<file path="src/rtl/cmp_seq_param.sv">
// cmp_seq_param: digit-serial MSB-first magnitude comparator, signed or unsigned,
// with early termination at the first differing DIGIT-wide slice. Rev 1.0
`default_nettype none

module cmp_seq_param #(
   parameter int WIDTH = 16,
   parameter int DIGIT = 4
) (
   input  logic             clk,
   input  logic             rst,
   input  logic             start,
   input  logic             signed_mode,
   input  logic [WIDTH-1:0] a,
   input  logic [WIDTH-1:0] b,
   output logic             busy,
   output logic             done,
   output logic             a_is_equal,
   output logic             a_is_greater,
   output logic             a_is_smaller
);

   localparam int N  = WIDTH / DIGIT;
   localparam int IW = (N > 1) ? $clog2(N) : 1;
   localparam logic [IW-1:0]    LAST_IDX = IW'(N - 1);
   localparam logic [DIGIT-1:0] MSB_MASK = DIGIT'(1) << (DIGIT - 1);

   if (WIDTH <= 0 || DIGIT <= 0 || (WIDTH % DIGIT) != 0) begin : g_bad_params
      $error("cmp_seq_param: WIDTH must be a positive multiple of DIGIT");
   end

   typedef enum logic [1:0] {
      IDLE = 2'd0,
      SCAN = 2'd1,
      DONE = 2'd2
   } state_t;

   state_t           state_q;
   logic [WIDTH-1:0] a_q, b_q;
   logic             sm_q;
   logic [IW-1:0]    idx_q;
   logic             busy_q, done_q, eq_q, gt_q, lt_q;

   logic [DIGIT-1:0] flip_d, dig_a_d, dig_b_d;

   // Operands shift left each SCAN cycle, so the digit under test is always the top slice.
   assign flip_d  = (sm_q && idx_q == '0) ? MSB_MASK : '0;
   assign dig_a_d = a_q[WIDTH-1 -: DIGIT] ^ flip_d;
   assign dig_b_d = b_q[WIDTH-1 -: DIGIT] ^ flip_d;

   always_ff @(posedge clk or posedge rst) begin
      if (rst) begin
         state_q <= IDLE;
         a_q     <= '0;
         b_q     <= '0;
         sm_q    <= 1'b0;
         idx_q   <= '0;
         busy_q  <= 1'b0;
         done_q  <= 1'b0;
         eq_q    <= 1'b0;
         gt_q    <= 1'b0;
         lt_q    <= 1'b0;
      end else begin
         case (state_q)
            IDLE: begin
               done_q <= 1'b0;
               if (start) begin
                  a_q     <= a;
                  b_q     <= b;
                  sm_q    <= signed_mode;
                  idx_q   <= '0;
                  eq_q    <= 1'b0;
                  gt_q    <= 1'b0;
                  lt_q    <= 1'b0;
                  busy_q  <= 1'b1;
                  state_q <= SCAN;
               end
            end
            SCAN: begin
               if (dig_a_d != dig_b_d) begin
                  gt_q    <= (dig_a_d > dig_b_d);
                  lt_q    <= (dig_a_d < dig_b_d);
                  done_q  <= 1'b1;
                  state_q <= DONE;
               end else if (idx_q == LAST_IDX) begin
                  eq_q    <= 1'b1;
                  done_q  <= 1'b1;
                  state_q <= DONE;
               end else begin
                  idx_q <= idx_q + IW'(1);
                  a_q   <= a_q << DIGIT;
                  b_q   <= b_q << DIGIT;
               end
            end
            DONE: begin
               done_q  <= 1'b0;
               busy_q  <= 1'b0;
               state_q <= IDLE;
            end
            default: begin
               done_q  <= 1'b0;
               busy_q  <= 1'b0;
               state_q <= IDLE;
            end
         endcase
      end
   end

   assign busy         = busy_q;
   assign done         = done_q;
   assign a_is_equal   = eq_q;
   assign a_is_greater = gt_q;
   assign a_is_smaller = lt_q;

endmodule

`default_nettype wire

</file>
<file path="config.mk">
export PLATFORM = sky130hd
export DESIGN_NAME = cmp_seq_param
export DESIGN_NICKNAME = d
export VERILOG_FILES = /design/src/rtl/cmp_seq_param.sv
export SDC_FILE = /design/constraint.sdc
export NUM_CORES = 1
export LEC_CHECK = 0
export ABC_AREA = 1
export CORE_MARGIN = 5
export CORE_UTILIZATION = 45
export DETAILED_ROUTE_END_ITERATION = 10
export GPL_ROUTABILITY_DRIVEN = 1
export MAX_ROUTING_LAYER = met4
export PLACE_DENSITY = 0.7
export SLEW_MARGIN = 20
export SYNTH_ARGS = -nofsm -noshare
export SYNTH_HDL_FRONTEND = slang
export SYNTH_SLANG_ARGS = --single-unit
</file>
<file path="constraint.sdc">
create_clock -name clk -period 2.2 [get_ports clk]
set_input_delay 0.55 -clock clk [delete_from_list [all_inputs] [get_ports clk]]
set_output_delay 0.55 -clock clk [all_outputs]
set_load 0.01 [all_outputs]
</file>
==> results by group, run 1 <==
STA
  – Worst Tran Pin Value: ~0.54 ns
  – Clock skew: 0.00714 ns
  – RSZ-0062 raised after global routing: no
  – Final Critical Period: between 1.5 and 2 ns
  – Fin. max-slew vios: 0
  – Setup Viol. Count Final: 0
  – Final setup TNS: 0 ns
  – Endpoints failing hold: 0
  – Peak Freq: 0.559 GHz
  – Final cycle utilization of the critical path: 0.814
  – Rel. slew slack: 0.639

GRT
  – First-pass GRT wire length: 8.70 mm
  – Vias in the first global route: approximately 1,900
  – Grt ovf: 0
  – GRT Overall Usage: 0.180
  – Largest net degree at the start of global routing: between 40 and 50
  – Antenna violations before repair: 0

Hold path
  – HP Class: flip-flop to flip-flop
  – Hold Startpoint: busy$_DFFE_PP0P_

Pwr
  – Switch share: 0.414
  – Power per cell area: between 1000 and 1500 nW/um^2
  – Comb power frac: 0.449
  – Leakage power total: roughly 1.5 nW
  – Design Power: 3.53 mW
  – Internal power: 2.07 mW
  – P_sw: between 1 and 1.5 mW
  – Clock share of power: 0.173
  – Reg power frac: 0.378
  – Max IR drop VDD: 0.744 mV

Drt
  – Number of routed nets with antenna violations: 0
  – WL per Instance: roughly 12 um
  – DRC: 0
  – Drt via density: 4.77
  – Iteration-0 DRC Markers: approximately 130
  – Detailed-route via count: ~1,900
  – Drt pass-1 iters: 4
  – Total Wirelength: 4.90 mm

Setup path
  – CP bufs+invs: 1
  – CP Launch Point: a_is_equal$_DFFE_PP0P_
  – Crit Path Max Fanout: 2
  – Arrival time worst endpoint: about 1.2 ns
  – CP top delay family: buffers and inverters
  – Crit path launch type: flip-flop
  – Cell-by-cell listing of the critical path: clkdlybuf4s50_1
  – CP required: about 1.7 ns
  – Max incr delay on CP: 0.57 ns
  – Critical Setup Path Class: flip-flop to output pin
  – CP endpoint kind: output pin
  – Critical R2R Launch: a_q[13]$_DFFE_PP0P_
  – Crit-path slowest cell: clkdlybuf4s50_1

Finish
  – Final nets: about 380
  – Register area: between 1000 and 1500 um^2
  – # fillers: 481
  – Share of cells above drive strength 1: 0.0653
  – Synth-to-Final Area Change: 24.6%
  – Ant diodes: 0
  – Multi-input logic area: 997 um^2

Synth
  – Yosys cell types: 20
  – Sequential share of the synthesized area: 0.474
  – Yosys warns: 0
  – Mapped Area: between 2000 and 2500 um^2
  – Post-synth net total: 338
  – Synth Instances: ~300
  – Post-synthesis register bit count: 42
  – Syn avg cell area: around 7.5 um^2

Die
  – Die area: approximately 6400 um^2
  – Die span in x: between 80 and 90 um
  – Top Ports: 41
  – Core Area: ~4800 um^2
  – Die height: about 80 um
  – Starting Density: 0.467
  – Cell Rows: 25

Job
  – Max Cap Viol: 0

Clocking
  – CTS tree: built
  – CTS HTree Levels: 2
  – Bufs on Longest Clock Path: 2
  – CTS clk-pin slew, worst paths: roughly 0.080 ns
  – Clock Latency Late Sink: approximately 0.30 ns
  – Clk root buf: clkbuf_8
  – Clock tree sinks: 42
  – Post-CTS setup buffers: 0
  – Resized cells post-CTS: 0
  – Cts hold-fix bufs: 0
  – CTS buffer count: 5

Placed design
  – Buffers on Ports: 40
  – HPWL after detailed placement: roughly 3.4 mm
  – GP Congestion: about 0.8

Outcome
  – Run status: completed
==> state kept, by name (all words and copies together), names as in the netlist <==
register      flops
state_q           2
busy              1
idx_q             2
a_is_greater      1
b_q              16
done              1
a_q              16
sm_q              1
a_is_equal        1
a_is_smaller      1
==> synthesized netlist by cell type <==
| master | count | area (um^2) |
|---|---|---|
| buf_4 | 5 | 37.5 |
| a21oi_1 | 4 | 20.0 |
| nor2_4 | 1 | 11.3 |
| clkbuf_1 | 1 | 3.75 |
| ha_1 | 5 | 62.6 |
| nor2_1 | 4 | 15.0 |
| buf_2 | 7 | 35.0 |
| inv_1 | 16 | 60.1 |
| nand4_4 | 1 | 21.3 |
| nand4_1 | 9 | 56.3 |
| dfrtp_1 | 42 | 1050 |
| nor2_2 | 1 | 6.26 |
| mux2_2 | 1 | 11.3 |
| nand2_4 | 1 | 11.3 |
| inv_2 | 2 | 7.51 |
| nand2_1 | 153 | 574 |
| a21boi_0 | 1 | 7.51 |
| clkinv_1 | 1 | 3.75 |
| buf_6 | 2 | 22.5 |
| nand3_1 | 40 | 200 |
==> cell families (layout without fill, tap and decap cells) <==
logic type                 after synthesis  in the layout  share of synthesized area
muxes                                    1              1                    0.00508
AOI/OAI and AO/OA                        5              5                     0.0124
adders and majority gates                5              5                     0.0282
DFF                                     42             42                      0.474
buffers and inverters                   34             74                     0.0767
and+or+nand+nor                        210            210                      0.404
==> routing by layer <==
| metal | wire (um) | up-vias | global-route usage |
|---|---|---|---|
| met5 | 0 | - | - |
| met4 | 57 | 0 | 0.0456 |
| met3 | 253 | 7 | 0.0426 |
| met2 | 2290 | 43 | 0.278 |
| met1 | 2300 | 868 | 0.238 |
| li1 | - | 1010 | - |
==> layout make-up <==
class                   instances  share of cell area
inverters                      19              0.0258
well taps                      67              0.0303
multi-input cells             221               0.361
flip-flops and latches         42               0.380
repair buffers                 47               0.164
clock inverters                 3              0.0145
clock buffers                   5              0.0249
==> per-stage QoR <==
step                      instance area (um^2)  setup WS, ns  std cells  hold WS (ns)   util
after floorplan                           2220         0.676        297         0.469      -
after global placement                    2660         0.327        396         0.457  0.559
after detailed placement                  2660         0.292        396         0.471  0.559
after CTS                                 2770         0.410        404         0.503  0.582
after global routing                      2770         0.347        404         0.533  0.582
final                                     2770         0.410        404         0.498  0.582
==> cells in the final DEF (no fill, tap or decap) <==
master	instances
nand2_1	153
dfrtp_1	42
nand3_1	40
clkdlybuf4s50_1	40
inv_1	16
nand4_1	9
buf_4	7
ha_1	5
clkbuf_8	5
nor2_1	4
a21oi_1	4
inv_2	2
clkinv_2	2
nor2_2	1
nor2_4	1
nand4_4	1
nand2_4	1
clkinv_1	1
a21boi_0	1
mux2_2	1
bufinv_16	1
==> final timing paths <==
path	to	cells after the start	slack [ns]
worst min-delay path	busy$_DFFE_PP0P_	2	0.50
worst max register to register	b_q[6]$_DFFE_PP0P_	7	0.53
max in group asynchronous	a_q[14]$_DFFE_PP0P_	3	1.14
min in group asynchronous	a_q[2]$_DFFE_PP0P_	3	0.67
worst min register to register	busy$_DFFE_PP0P_	2	0.50
worst max-delay path	a_is_equal	1	0.41
==> power groups by stage <==
stage	logic, mW	registers (mW)	clock network (mW)
6_report	1.59	1.34	0.610
5_1_grt	1.86	1.39	0.652
4_1_cts	1.62	1.34	0.615
3_5_place_dp	1.61	1.36	0
3_3_place_gp	1.56	1.35	0
2_1_floorplan	1.24	1.32	0
No activity file was read; power rests on OpenSTA's default activity.
==> run 2, diff against run 1 <==
==> constraint.sdc (replaced) <==
create_clock -name clk -period 1.74 [get_ports clk]
set_input_delay 0.435 -clock clk [delete_from_list [all_inputs] [get_ports clk]]
set_output_delay 0.435 -clock clk [all_outputs]
set_load 0.01 [all_outputs]
==> run 2 against run 1 <==
  * Clock power increased by 7.9%
  * Total power rose by 26%
  * Final area is 1.5% higher
  * First-iteration DRC count fell by 47%
  * Final cell count up 0.99%
  * Worst hold slack got worse by 0.0022 ns
  * Routed wire length grew 0.29%
  * Combinational power is 32% higher
  * Die area is the same
==> results by group, run 2 (synthesis results as in run 1) <==
Outcome
  – Run status: completed

STA
  – Final cycle utilization of the critical path: 0.937
  – RSZ-0062 raised after global routing: no
  – Final Critical Period: approximately 1.6 ns
  – Clock skew: 0.00539 ns (-0.00175 ns)
  – Fin. max-slew vios: 0 (unchanged)
  – Setup Viol. Count Final: 0 (unchanged)
  – Endpoints failing hold: 0 (unchanged)
  – Worst Tran Pin Value: 0.505 ns (-0.0370 ns)
  – Peak Freq: about 0.61 GHz
  – Hold WS: 0.495 ns (-0.00223 ns)
  – Rel. slew slack: 0.663 (+0.0242)
  – Final setup TNS: 0 ns (unchanged)

Drt
  – Drt via density: 4.73 (-0.88%)
  – DRC: 0 (unchanged)
  – Drt pass-1 iters: 4 (unchanged)
  – Number of routed nets with antenna violations: 0 (unchanged)
  – WL per Instance: 12.0 um (-0.70%)
  – Iteration-0 DRC Markers: 69 (-47%)
  – Total Wirelength: 4.91 mm (+0.29%)
  – Detailed-route via count: 1,930 (+0.10%)

Pwr
  – Power per cell area: 1590 nW/um^2 (+24%)
  – P_sw: 1.87 mW (+28%)
  – Max IR drop VDD: 1.05 mV (+41%)
  – Clock share of power: 0.148 (-0.025)
  – Internal power: 2.59 mW (+25%)
  – Leakage power total: 1.49 nW (+1.2%)
  – Design Power: 4.45 mW (+26%)
  – Reg power frac: 0.380 (+0.002)
  – Comb power frac: 0.472 (+0.023)
  – Switch share: 0.419 (+0.00552)

Setup path
  – CP top delay family: buffers and inverters
  – Critical Setup Path Class: flip-flop to output pin
  – CP bufs+invs: 1 (unchanged)
  – R2R depth: 7 (unchanged)
  – CP endpoint kind: output pin
  – Crit Path Max Fanout: 2 (unchanged)
  – Crit-path slowest cell: clkdlybuf4s50_1
  – Arrival time worst endpoint: 1.19 ns (-0.05 ns)
  – Cell-by-cell listing of the critical path: clkdlybuf4s50_1
  – Crit path depth: 1 (unchanged)
  – Crit path launch type: flip-flop
  – Max incr delay on CP: 0.54 ns (-0.03 ns)
  – CP required: 1.30 ns (-0.35 ns)

Placed design
  – Placement Cell Area: 2700 um^2 (+1.6%)
  – Buffers on Ports: 40 (unchanged)
  – GP Congestion: 0.802 (-0.16%)
  – HPWL after detailed placement: 3.47 mm (+1.5%)
  – Placed Cells: 400 (+1.0%)

GRT
  – Largest net degree at the start of global routing: 43 (unchanged)
  – GRT Overall Usage: 0.173 (-0.00668)
  – First-pass GRT wire length: 8.58 mm (-1.4%)
  – Antenna violations before repair: 0 (unchanged)
  – Vias in the first global route: 1,972 (+5.3%)
  – Grt ovf: 0 (unchanged)

Clocking
  – Clock tree sinks: 42 (unchanged)
  – CTS tree: built
  – Post-CTS setup buffers: 0 (unchanged)
  – CTS HTree Levels: 2 (unchanged)
  – Clock Latency Late Sink: 0.29 ns (about the same)
  – CTS clk-pin slew, worst paths: 0.08 ns (about the same)
  – Cts hold-fix bufs: 0 (unchanged)
  – Resized cells post-CTS: 0 (unchanged)
  – Clk root buf: clkbuf_8
  – CTS buffer count: 5 (unchanged)
  – Bufs on Longest Clock Path: 2 (unchanged)

Finish
  – Ant diodes: 0 (unchanged)
  – Final nets: 381 (+1.1%)
  – Commonest non-fill, non-tap cells in the layout: 153 x nand2_1, 42 x dfrtp_1, 40 x nand3_1, 40 x clkdlybuf4s50_1, 16 x inv_1
  – Finished Layout Cells: 408 (+0.99%)
  – Synth-to-Final Area Change: 26.6%
  – Commonest non-fill, non-tap cell in the layout: nand2_1
  – # fillers: 471 (-2.1%)
  – Share of cells above drive strength 1: 0.0733 (+0.00803)
  – Top flop regs: a_q x16, b_q x16
  – Design area: 2810 um^2 (+1.5%)

Die
  – Core Area: 4750 um^2 (unchanged)
  – Cell Rows: 25 (unchanged)
  – Die area: 6430 um^2 (unchanged)
  – Die height: 80.2 um (unchanged)
  – Die span in x: 80.2 um (unchanged)
  – Top Ports: 41 (unchanged)
  – Starting Density: 0.467 (unchanged)

Hold path
  – HP Class: primary input to async pin

Job
  – Max Cap Viol: 0 (unchanged)
==> run 2: changes by cell type in the layout (fill, tap and decap cells not counted) <==
cell	change
nor2_2	-1
buf_6	+1
nand2_4	-1
clkinv_2	-1
clkbuf_1	+1
buf_4	+2
clkbuf_8	+1
bufinv_16	-1
nand2_8	+1
buf_12	+1
nor2_4	+1
==> run 2: per-layer routing <==
metal	vias to the layer above	global-route usage	wire, um
li1	1020	-	-
met1	865	0.214	2330
met2	39	0.288	2300
met3	6	0.0392	234
met4	0	0.0422	42
met5	-	-	0
==> run 2: worst paths after layout <==
check	start	endpoint	slack, ns
max	a_is_smaller$_DFFE_PP0P_	a_is_smaller	0.11
min	rst	a_q[2]$_DFFE_PP0P_	0.50
max reg2reg	a_q[13]$_DFFE_PP0P_	b_q[7]$_DFFE_PP0P_	0.16
min reg2reg	a_is_equal$_DFFE_PP0P_	a_is_equal$_DFFE_PP0P_	0.50
max in group asynchronous	rst	a_is_smaller$_DFFE_PP0P_	1.04
min in group clk	a_is_equal$_DFFE_PP0P_	a_is_equal$_DFFE_PP0P_	0.50
==> run 2: per-stage QoR <==
step / setup slack (ns) / util
detailed placement: 0.0361 / 0.568
CTS: 0.0943 / 0.587
global placement: 0.0707 / 0.568
floorplan: 0.284 / -
finish: 0.110 / 0.591
global route: 0.0478 / 0.591
==> run 2: power groups by stage <==
stage / logic [mW] / registers (mW) / clock network (mW)
after global placement: 2.03 / 1.70 / 0
after floorplan: 1.57 / 1.67 / 0
after detailed placement: 2.07 / 1.72 / 0
final: 2.10 / 1.69 / 0.658
after global routing: 2.44 / 1.76 / 0.709
after CTS: 2.09 / 1.70 / 0.671
==> run 2: cell type report <==
cell class,instances,area (um^2),share of cell area
clock buffers,7,86.3,0.0307
clock inverters,1,5.00,0.00178
inverters,19,71.3,0.0254
multi-input cells,221,1010,0.360
flip-flops and latches,42,1050,0.374
well taps,67,83.8,0.0299
repair buffers,51,499,0.178
